## src/rtl/bcd_seq_ctrl.sv

```systemverilog
// Sequential binary-to-BCD converter: shift-add-3 (double dabble), one input bit per clock,
// with a start/busy/done handshake and sign/overflow reporting.
module bcd_seq_ctrl #(
  parameter int unsigned WIDTH  = 32,
  parameter int unsigned DIGITS = 4
) (
  input  logic                  clock,
  input  logic                  reset,
  input  logic                  start,
  input  logic [WIDTH-1:0]      numero,
  output logic                  busy,
  output logic                  done,
  output logic                  neg,
  output logic                  overflow,
  output logic [4*DIGITS-1:0]   digits
);

  localparam int unsigned CntW = (WIDTH > 2) ? $clog2(WIDTH) : 1;
  localparam int unsigned BcdW = 4 * DIGITS;

  localparam logic [1:0] StIdle  = 2'd0;
  localparam logic [1:0] StShift = 2'd1;
  localparam logic [1:0] StDone  = 2'd2;

  logic [1:0]      state_q, state_d;
  logic [CntW-1:0] cnt_q, cnt_d;
  logic [WIDTH-1:0] mag_q, mag_d;
  logic [BcdW-1:0] bcd_q, bcd_d;
  logic            sticky_q, sticky_d;
  logic            neg_w_q, neg_w_d;
  logic [BcdW-1:0] digits_q, digits_d;
  logic            neg_q, neg_d;
  logic            ovf_q, ovf_d;

  logic [WIDTH-1:0] mag_in;
  logic [BcdW-1:0]  bcd_adj;
  logic [BcdW-1:0]  bcd_shift;
  logic             shift_out;

  // Two's-complement magnitude; the most-negative value wraps to 2^(WIDTH-1) as unsigned.
  assign mag_in = numero[WIDTH-1] ? ((~numero) + WIDTH'(1)) : numero;

  // All digits are adjusted in parallel from the pre-edge register contents.
  always_comb begin
    bcd_adj = bcd_q;
    for (int k = 0; k < int'(DIGITS); k++) begin
      if (bcd_q[4*k +: 4] >= 4'd5) begin
        bcd_adj[4*k +: 4] = bcd_q[4*k +: 4] + 4'd3;
      end
    end
  end

  assign bcd_shift = {bcd_adj[BcdW-2:0], mag_q[WIDTH-1]};
  assign shift_out = bcd_adj[BcdW-1];

  always_comb begin
    state_d  = state_q;
    cnt_d    = cnt_q;
    mag_d    = mag_q;
    bcd_d    = bcd_q;
    sticky_d = sticky_q;
    neg_w_d  = neg_w_q;
    digits_d = digits_q;
    neg_d    = neg_q;
    ovf_d    = ovf_q;
    unique case (state_q)
      StIdle: begin
        if (start) begin
          neg_w_d  = numero[WIDTH-1];
          mag_d    = mag_in;
          bcd_d    = '0;
          sticky_d = 1'b0;
          cnt_d    = CntW'(WIDTH - 1);
          state_d  = StShift;
        end
      end
      StShift: begin
        bcd_d    = bcd_shift;
        mag_d    = {mag_q[WIDTH-2:0], 1'b0};
        sticky_d = sticky_q | shift_out;
        cnt_d    = cnt_q - CntW'(1);
        if (cnt_q == '0) begin
          digits_d = bcd_shift;
          neg_d    = neg_w_q;
          ovf_d    = sticky_q | shift_out;
          state_d  = StDone;
        end
      end
      StDone: begin
        state_d = StIdle;
      end
      default: begin
        state_d = StIdle;
      end
    endcase
  end

  always_ff @(posedge clock) begin
    if (reset) begin
      state_q  <= StIdle;
      cnt_q    <= '0;
      mag_q    <= '0;
      bcd_q    <= '0;
      sticky_q <= 1'b0;
      neg_w_q  <= 1'b0;
      digits_q <= '0;
      neg_q    <= 1'b0;
      ovf_q    <= 1'b0;
    end else begin
      state_q  <= state_d;
      cnt_q    <= cnt_d;
      mag_q    <= mag_d;
      bcd_q    <= bcd_d;
      sticky_q <= sticky_d;
      neg_w_q  <= neg_w_d;
      digits_q <= digits_d;
      neg_q    <= neg_d;
      ovf_q    <= ovf_d;
    end
  end

  assign busy     = (state_q == StShift);
  assign done     = (state_q == StDone);
  assign digits   = digits_q;
  assign neg      = neg_q;
  assign overflow = ovf_q;

endmodule

```

## config.mk

```make
export PLATFORM = sky130hd
export DESIGN_NAME = bcd_seq_ctrl
export DESIGN_NICKNAME = d
export VERILOG_FILES = /design/src/rtl/bcd_seq_ctrl.sv
export SDC_FILE = /design/constraint.sdc
export NUM_CORES = 1
export LEC_CHECK = 0
export BUFFER_PORTS_ARGS = -buffer_cell sky130_fd_sc_hd__buf_2
export CAP_MARGIN = 20
export CORE_ASPECT_RATIO = 1.1
export CORE_MARGIN = 2
export CORE_UTILIZATION = 30
export CTS_CLUSTER_SIZE = 30
export DETAILED_ROUTE_END_ITERATION = 10
export PLACE_DENSITY = 0.52
export SYNTH_ARGS = -nofsm -noshare
export SYNTH_HDL_FRONTEND = slang
export SYNTH_SLANG_ARGS = --single-unit
```

## constraint.sdc

```tcl
create_clock -name clock -period 3 [get_ports clock]
set_input_delay 0.15 -clock clock [delete_from_list [all_inputs] [get_ports clock]]
set_output_delay 0.15 -clock clock [all_outputs]
set_load 0.03 [all_outputs]
```

==> results.md, run 1 <==
* Final setup violation count at 0
* Placed Area at 4380 um2
* Detailed placement HPWL at 7.08 mm
* Crit-path max FO at 9
* First-pass GRT wire length at 17.3 mm
* Clk network pwr share at 42.1%
* Row cnt at 44
* Wire per inst at 14.5 um
* Total gr overflow at 0
* Maximum clock path buffer count at 2
* Clock sink count at 75
* Internal power at 1.84 mW
* Avg Synthesized Cell Area at 7.98 um2
* Outcome: finished clean
* Power Dens Cells at 544 nW/um2
* Vias at 3,678
* Yosys top cell by area: dfxtp_1
* Gr usage total at 14.8%
* Overall power at 2.54 mW
* Post-Syn Area at 3990 um2
* End-of-flow core utilization at 35.7%
* # fillers at 1,403
* Top-count cell post-synth: dfxtp_1
* Sw Pwr at 0.703 mW
* TritonCTS Buffers at 9
* Sequential share of power at 42.9%
* Largest net degree at the start of global routing at 49
* Final ANT Viol Nets at 0
* Core ar. at 13,100 um2
* Slew @ Worst Pin at 0.593 ns
* Post-route DRC at 0
* Unrepaired setup endpoints after global routing: no
* Share of Yosys cell area claimed by the top area cell type at 37.7%
* DIE AREA at 14,200 um2
* Synth async-reset ratio at 0%
* Worst Setup End Kind: flip-flop
* Switching Fraction at 27.6%
* Worst EP required at 3.20 ns
* Total Nets Final at 583
* Starting DRT DRC Count at 166
* Final Hold Viols at 0
* I/O Buffers at 54
* Minimum clock period at 2.46 ns
* Post-route setup TNS at 0 ns
* Initial standard-cell utilization of the core at 30.4%
* Post-synth net total at 545
* WS Path Type: primary input to flip-flop
* Peak VDD IR at 0.000276 V
* Synth top cells by count: dfxtp_1 (75), nand2_1 (62), a21oi_1 (50), nor2_1 (33), clkbuf_1 (29)
* Number of max-cap violations at 0
* CTS resizes at 0
* Crit share post-route at 81.9%
* Layout cells sized above 1 at 17.5%
* Hold buffers post-CTS at 0
* Vias per cell at 5.22
* Fin worst setup slack at 0.542 ns
* Max Freq at 0.407 GHz
* Number of global-route vias before repair at 3,500
* Syn Inst Count at 500
* Leakage Power at 1.73 nW
* Max H-tree Level at 3
* Ant. Diodes at 0
* Die H at 125 um
* Worst EP arrival at 2.66 ns
* Clk_skew at 0.00567 ns
* Final WL at 10.2 mm
* Top cells by area, synth: dfxtp_1 (38%), a21oi_1 (6.3%), nand2_1 (5.8%)
* Sequential share of the synthesized area at 37.7%
* RD Place Congestion at 0.835
* EDFF count, synth at 0
* Yosys cell types at 44
* CTS Root Cell: clkbuf_16
* Synthesis warning total at 0
* CTS tree: built
* Initial antenna violation count at 0
* Fin area at 4670 um2
* Ys flop type: dfxtp_1
* I/O pin count at 55
* Crit path launch type: primary input
* Min-Delay Path Class: primary input to flip-flop
* P&R area growth vs syn at 17.2%
* Setup WS pre-CTS at 0.202 ns
* Clock Pin Slew Worst Setup and Hold Paths at 0.06 ns
* Horiz. Die Dim at 114 um
* Slew HR at 60.5%
* Slew Limit Fails at 0
* Synthesized flop and latch total at 75
* Post-CTS Setup Inserts at 0
* Skew-Pair Late Insertion Delay at 0.33 ns
* Gate power share at 15.0%
* DRT Pass-1 Iters at 4
[registers in the layout (all words and copies together), names as in the netlist]
name and flops:
cnt_q 5, mag_q 32, sticky_q 1, neg_w_q 1
state_q 2, bcd_q 16, digits 16, overflow 1
neg 1
[area by class of cell]
type / count / area [um2] / area share, %
Clock buffer: 10 / 229 / 4.90
Multi-Input combinational cell: 373 / 2280 / 48.7
Sequential cell: 75 / 1500 / 32.1
Timing Repair Buffer: 64 / 345 / 7.39
Clock inverter: 6 / 63.8 / 1.37
Inverter: 15 / 56.3 / 1.20
Tap cell: 161 / 201 / 4.31
[critical path: stages]
cell and delay, ns:
buf_2 0.12, inv_1 0.05, ha_1 0.18, or4b_2 0.63, or4_2 0.79, o41ai_1 0.46
xor2_1 0.18, o22ai_1 0.08
[through the flow]
| step | hold slack [ns] | cells |
|---|---|---|
| final | 0.0853 | 704 |
| after global routing | 0.0978 | 704 |
| after CTS | 0.0762 | 704 |
| after detailed placement | 0.428 | 688 |
| after global placement | 0.425 | 688 |
| after floorplan | 0.286 | 500 |
[cells in the final DEF (no fill, tap or decap), drive strengths merged, types with 9 or more instances in the layout]
cell	Yosys	layout
nor2	33	33
a211oi	9	9
nand3	15	15
o31ai	9	9
or3	14	14
a21oi	50	50
ha	10	10
nor3	12	12
nand2	62	62
xnor2	15	15
o22ai	14	14
o21ai	18	18
a22oi	22	22
inv	14	15
buf	8	64
nand2b	10	10
xor2	13	13
clkbuf	29	10
dfxtp	75	75
[logic make-up after synthesis]
family	after synthesis	synth area share, %
compound gates	144	23.0
flops	75	37.7
fa+ha+maj	10	3.14
mux	7	1.76
simple gates	184	23.0
buf+inv	52	5.24
xor+xnor	28	6.15
[worst paths after layout]
kind,endpoint,start,slack (ns),cells after the start
setup / recovery,mag_q[30]$_SDFFE_PP0P_,numero[0],0.54,8
setup reg to reg,mag_q[21]$_SDFFE_PP0P_,state_q[1]$_SDFFE_PP0P_,0.95,7
hold reg to reg,digits[5]$_SDFFE_PP0P_,digits[5]$_SDFFE_PP0P_,0.45,2
hold / removal,mag_q[13]$_SDFFE_PP0P_,numero[13],0.09,3
[power by group through the flow]
stage	Combinational, mW	Clock (mW)	Sequential [mW]
global route	0.425	1.14	1.10
floorplan	0.255	0	1.11
global placement	0.380	0	1.11
detailed placement	0.384	0	1.11
finish	0.382	1.07	1.09
CTS	0.384	1.10	1.09
[metal layers]
layer  GRT usage, %  wire length [um]  up-vias
met4           3.52                68        0
met2           24.3              4760       71
li1               -                 -     1885
met1           19.8              5050     1713
met5              0                 0        -
met3           3.16               358        9
Note: power is estimated with default switching activity, not from simulation.
==> run 2: changes to the inputs <==
- PLACE_DENSITY: 0.52 -> 0.54
- clock period: 3 -> 2.1 ns (I/O delays scaled with it)
==> results.md, run 2 (synthesis gave the netlist of run 1 again) <==
* Outcome: finished clean
* Clk network pwr share at 42.8% (+0.7 points)
* Row cnt at 44 (unchanged)
* Post-CTS Setup Inserts at 0 (unchanged)
* Starting DRT DRC Count at 154 (-7.2%)
* Non-Filler Instances at 736 (+4.5%)
* Switching Fraction at 26.6% (-0.98 points)
* Largest incremental delay on the critical path at 0.60 ns (-0.19 ns)
* Wire per inst at 14.2 um (-2.3%)
* First-pass GRT wire length at 18.1 mm (+4.4%)
* Total gr overflow at 0 (unchanged)
* Worst Setup End Kind: flip-flop
* Internal power at 2.76 mW (+50%)
* Maximum clock path buffer count at 2 (unchanged)
* Crit-path max FO at 11 (+2)
* Die H at 125 um (unchanged)
* I/O Buffers at 54 (unchanged)
* I/O pin count at 55 (unchanged)
* Final setup violation count at 0 (unchanged)
* Ant. Diodes at 0 (unchanged)
* Number of max-cap violations at 0 (unchanged)
* Total Nets Final at 615 (+5.5%)
* Unrepaired setup endpoints after global routing: no
* Detailed placement HPWL at 7.39 mm (+4.5%)
* DRT Pass-1 Iters at 4 (unchanged)
* Post-Place Cells at 720 (+4.7%)
* CTS Root Cell: clkbuf_16
* End-of-flow core utilization at 38.1% (+2.5 points)
* Gate power share at 15.8% (+0.8 points)
* Clock Pin Slew Worst Setup and Hold Paths at 0.06 ns (about the same)
* Power Dens Cells at 753 nW/um2 (+38%)
* Final ANT Viol Nets at 0 (unchanged)
* Leakage Power at 1.92 nW (+11%)
* RD Place Congestion at 0.825 (-1.2%)
* Largest net degree at the start of global routing at 53 (+8.2%)
* Clk_skew at 0.00596 ns (+0.000294 ns)
* Initial antenna violation count at 0 (unchanged)
* Min-Delay Path Class: primary input to flip-flop
* CTS tree: built
* Initial standard-cell utilization of the core at 30.4% (unchanged)
* Horiz. Die Dim at 114 um (unchanged)
* DIE AREA at 14,200 um2 (unchanged)
* WS Path Type: flip-flop to flip-flop
* Final WL at 10.5 mm (+2.1%)
* Slew @ Worst Pin at 0.712 ns (+0.119 ns)
* Crit share post-route at 92.6%
* Minimum clock period at 1.95 ns
* Gr usage total at 15.5% (+0.71 points)
* TritonCTS Buffers at 9 (unchanged)
* Slew HR at 52.5% (-8.0 points)
* Sequential share of power at 41.3% (-1.6 points)
* Largest register FFs at 32 (unchanged)
* Clock sink count at 75 (unchanged)
* Most frequent cells in the layout: dfxtp_1 (75), nand2_1 (62), buf_2 (54)
* Max Freq at 0.514 GHz
* Vias per cell at 5.14 (-1.6%)
* Worst EP arrival at 2.23 ns (-0.43 ns)
* Commonest non-fill, non-tap cell in the layout: dfxtp_1
* Max H-tree Level at 3 (unchanged)
* Largest reg by FF count: mag_q
* Overall power at 3.76 mW (+48%)
* Skew-Pair Late Insertion Delay at 0.34 ns (about the same)
* Peak VDD IR at 0.000382 V (+38%)
* Worst EP required at 2.38 ns (-0.82 ns)
* Final Hold Viols at 0 (unchanged)
* Core ar. at 13,100 um2 (unchanged)
* Number of global-route vias before repair at 3,697 (+5.6%)
* Slew Limit Fails at 0 (unchanged)
* Layout cells sized above 1 at 23.7% (+6.2 points)
* Worst-path cell chain: buf_4, or3b_2, or2_2, nor4_1, a311o_1
* Sw Pwr at 1.00 mW (+43%)
* P&R area growth vs syn at 25.3%
* Post-route DRC at 0 (unchanged)
* Worst path slowest cell: or3b_2
* Vias at 3,785 (+2.9%)
* Crit path launch type: flip-flop
==> run 2: cell count changes in the layout (fill, tap and decap cells not counted), sizes merged <==
cell	before	now
clkinvlp	2	1
clkbuf	10	12
inv	15	14
buf	64	96
==> run 2: final timing paths <==
path | cells past startpoint | endpoint | slack, ns | startpoint
setup reg to reg | 5 | mag_q[21]$_SDFFE_PP0P_ | 0.15 | state_q[1]$_SDFFE_PP0P_
hold / removal | 2 | mag_q[21]$_SDFFE_PP0P_ | 0.07 | numero[21]
hold reg to reg | 2 | digits[6]$_SDFFE_PP0P_ | 0.44 | digits[6]$_SDFFE_PP0P_
setup / recovery | 5 | mag_q[21]$_SDFFE_PP0P_ | 0.15 | state_q[1]$_SDFFE_PP0P_
==> run 2: final cells by class <==
class	instances	area, um2
tap	161	201
clock inverter	4	47.5
sequential	75	1500
multi-input combinational	373	2340
timing repair buffer	96	586
inverter	15	56.3
clock buffer	12	267
fill	1394	8110
==> run 2: per-layer routing <==
metal  global-route usage [%]  routed length, um  up-vias
met2                     24.9               4770       79
li1                         -                  -     1950
met4                     5.31                149        0
met1                     20.9               5110     1741
met5                        0                  0        -
met3                     2.87                422       15
==> run 2: power groups by stage <==
stage / Sequential (mW) / Combinational [mW] / Clock [mW]
2_1_floorplan: 1.59 / 0.374 / 0
3_3_place_gp: 1.58 / 0.589 / 0
3_5_place_dp: 1.58 / 0.601 / 0
4_1_cts: 1.55 / 0.603 / 1.64
5_1_grt: 1.56 / 0.672 / 1.73
6_report: 1.55 / 0.596 / 1.61
==> run 2: stage by stage <==
stage          worst slack, ns  area [um2]  hold WS, ns  setup TNS (ns)
5_1_grt                 0.0437        5000       0.0874               0
4_1_cts                  0.147        5000       0.0514               0
6_report                 0.155        5000       0.0661               0
3_5_place_dp            -0.172        4680        0.405           -2.03
2_1_floorplan           -0.217        4060        0.241          -0.507
3_3_place_gp            -0.157        4680        0.392           -1.56
==> run 2: repair_timing <==
action | CTS | global route
setup endpoints to repair | 8 | 0
hold buffers | 0 | 0
resized for setup | 1 | 0
==> run 2: critical path: cells and delay by family, from the launching register on <==
family / cells / cell delay (ns)
compound gates: 1 / 0.15
buf+inv: 1 / 0.15
flops: 1 / 0.31
simple gates: 3 / 1.28
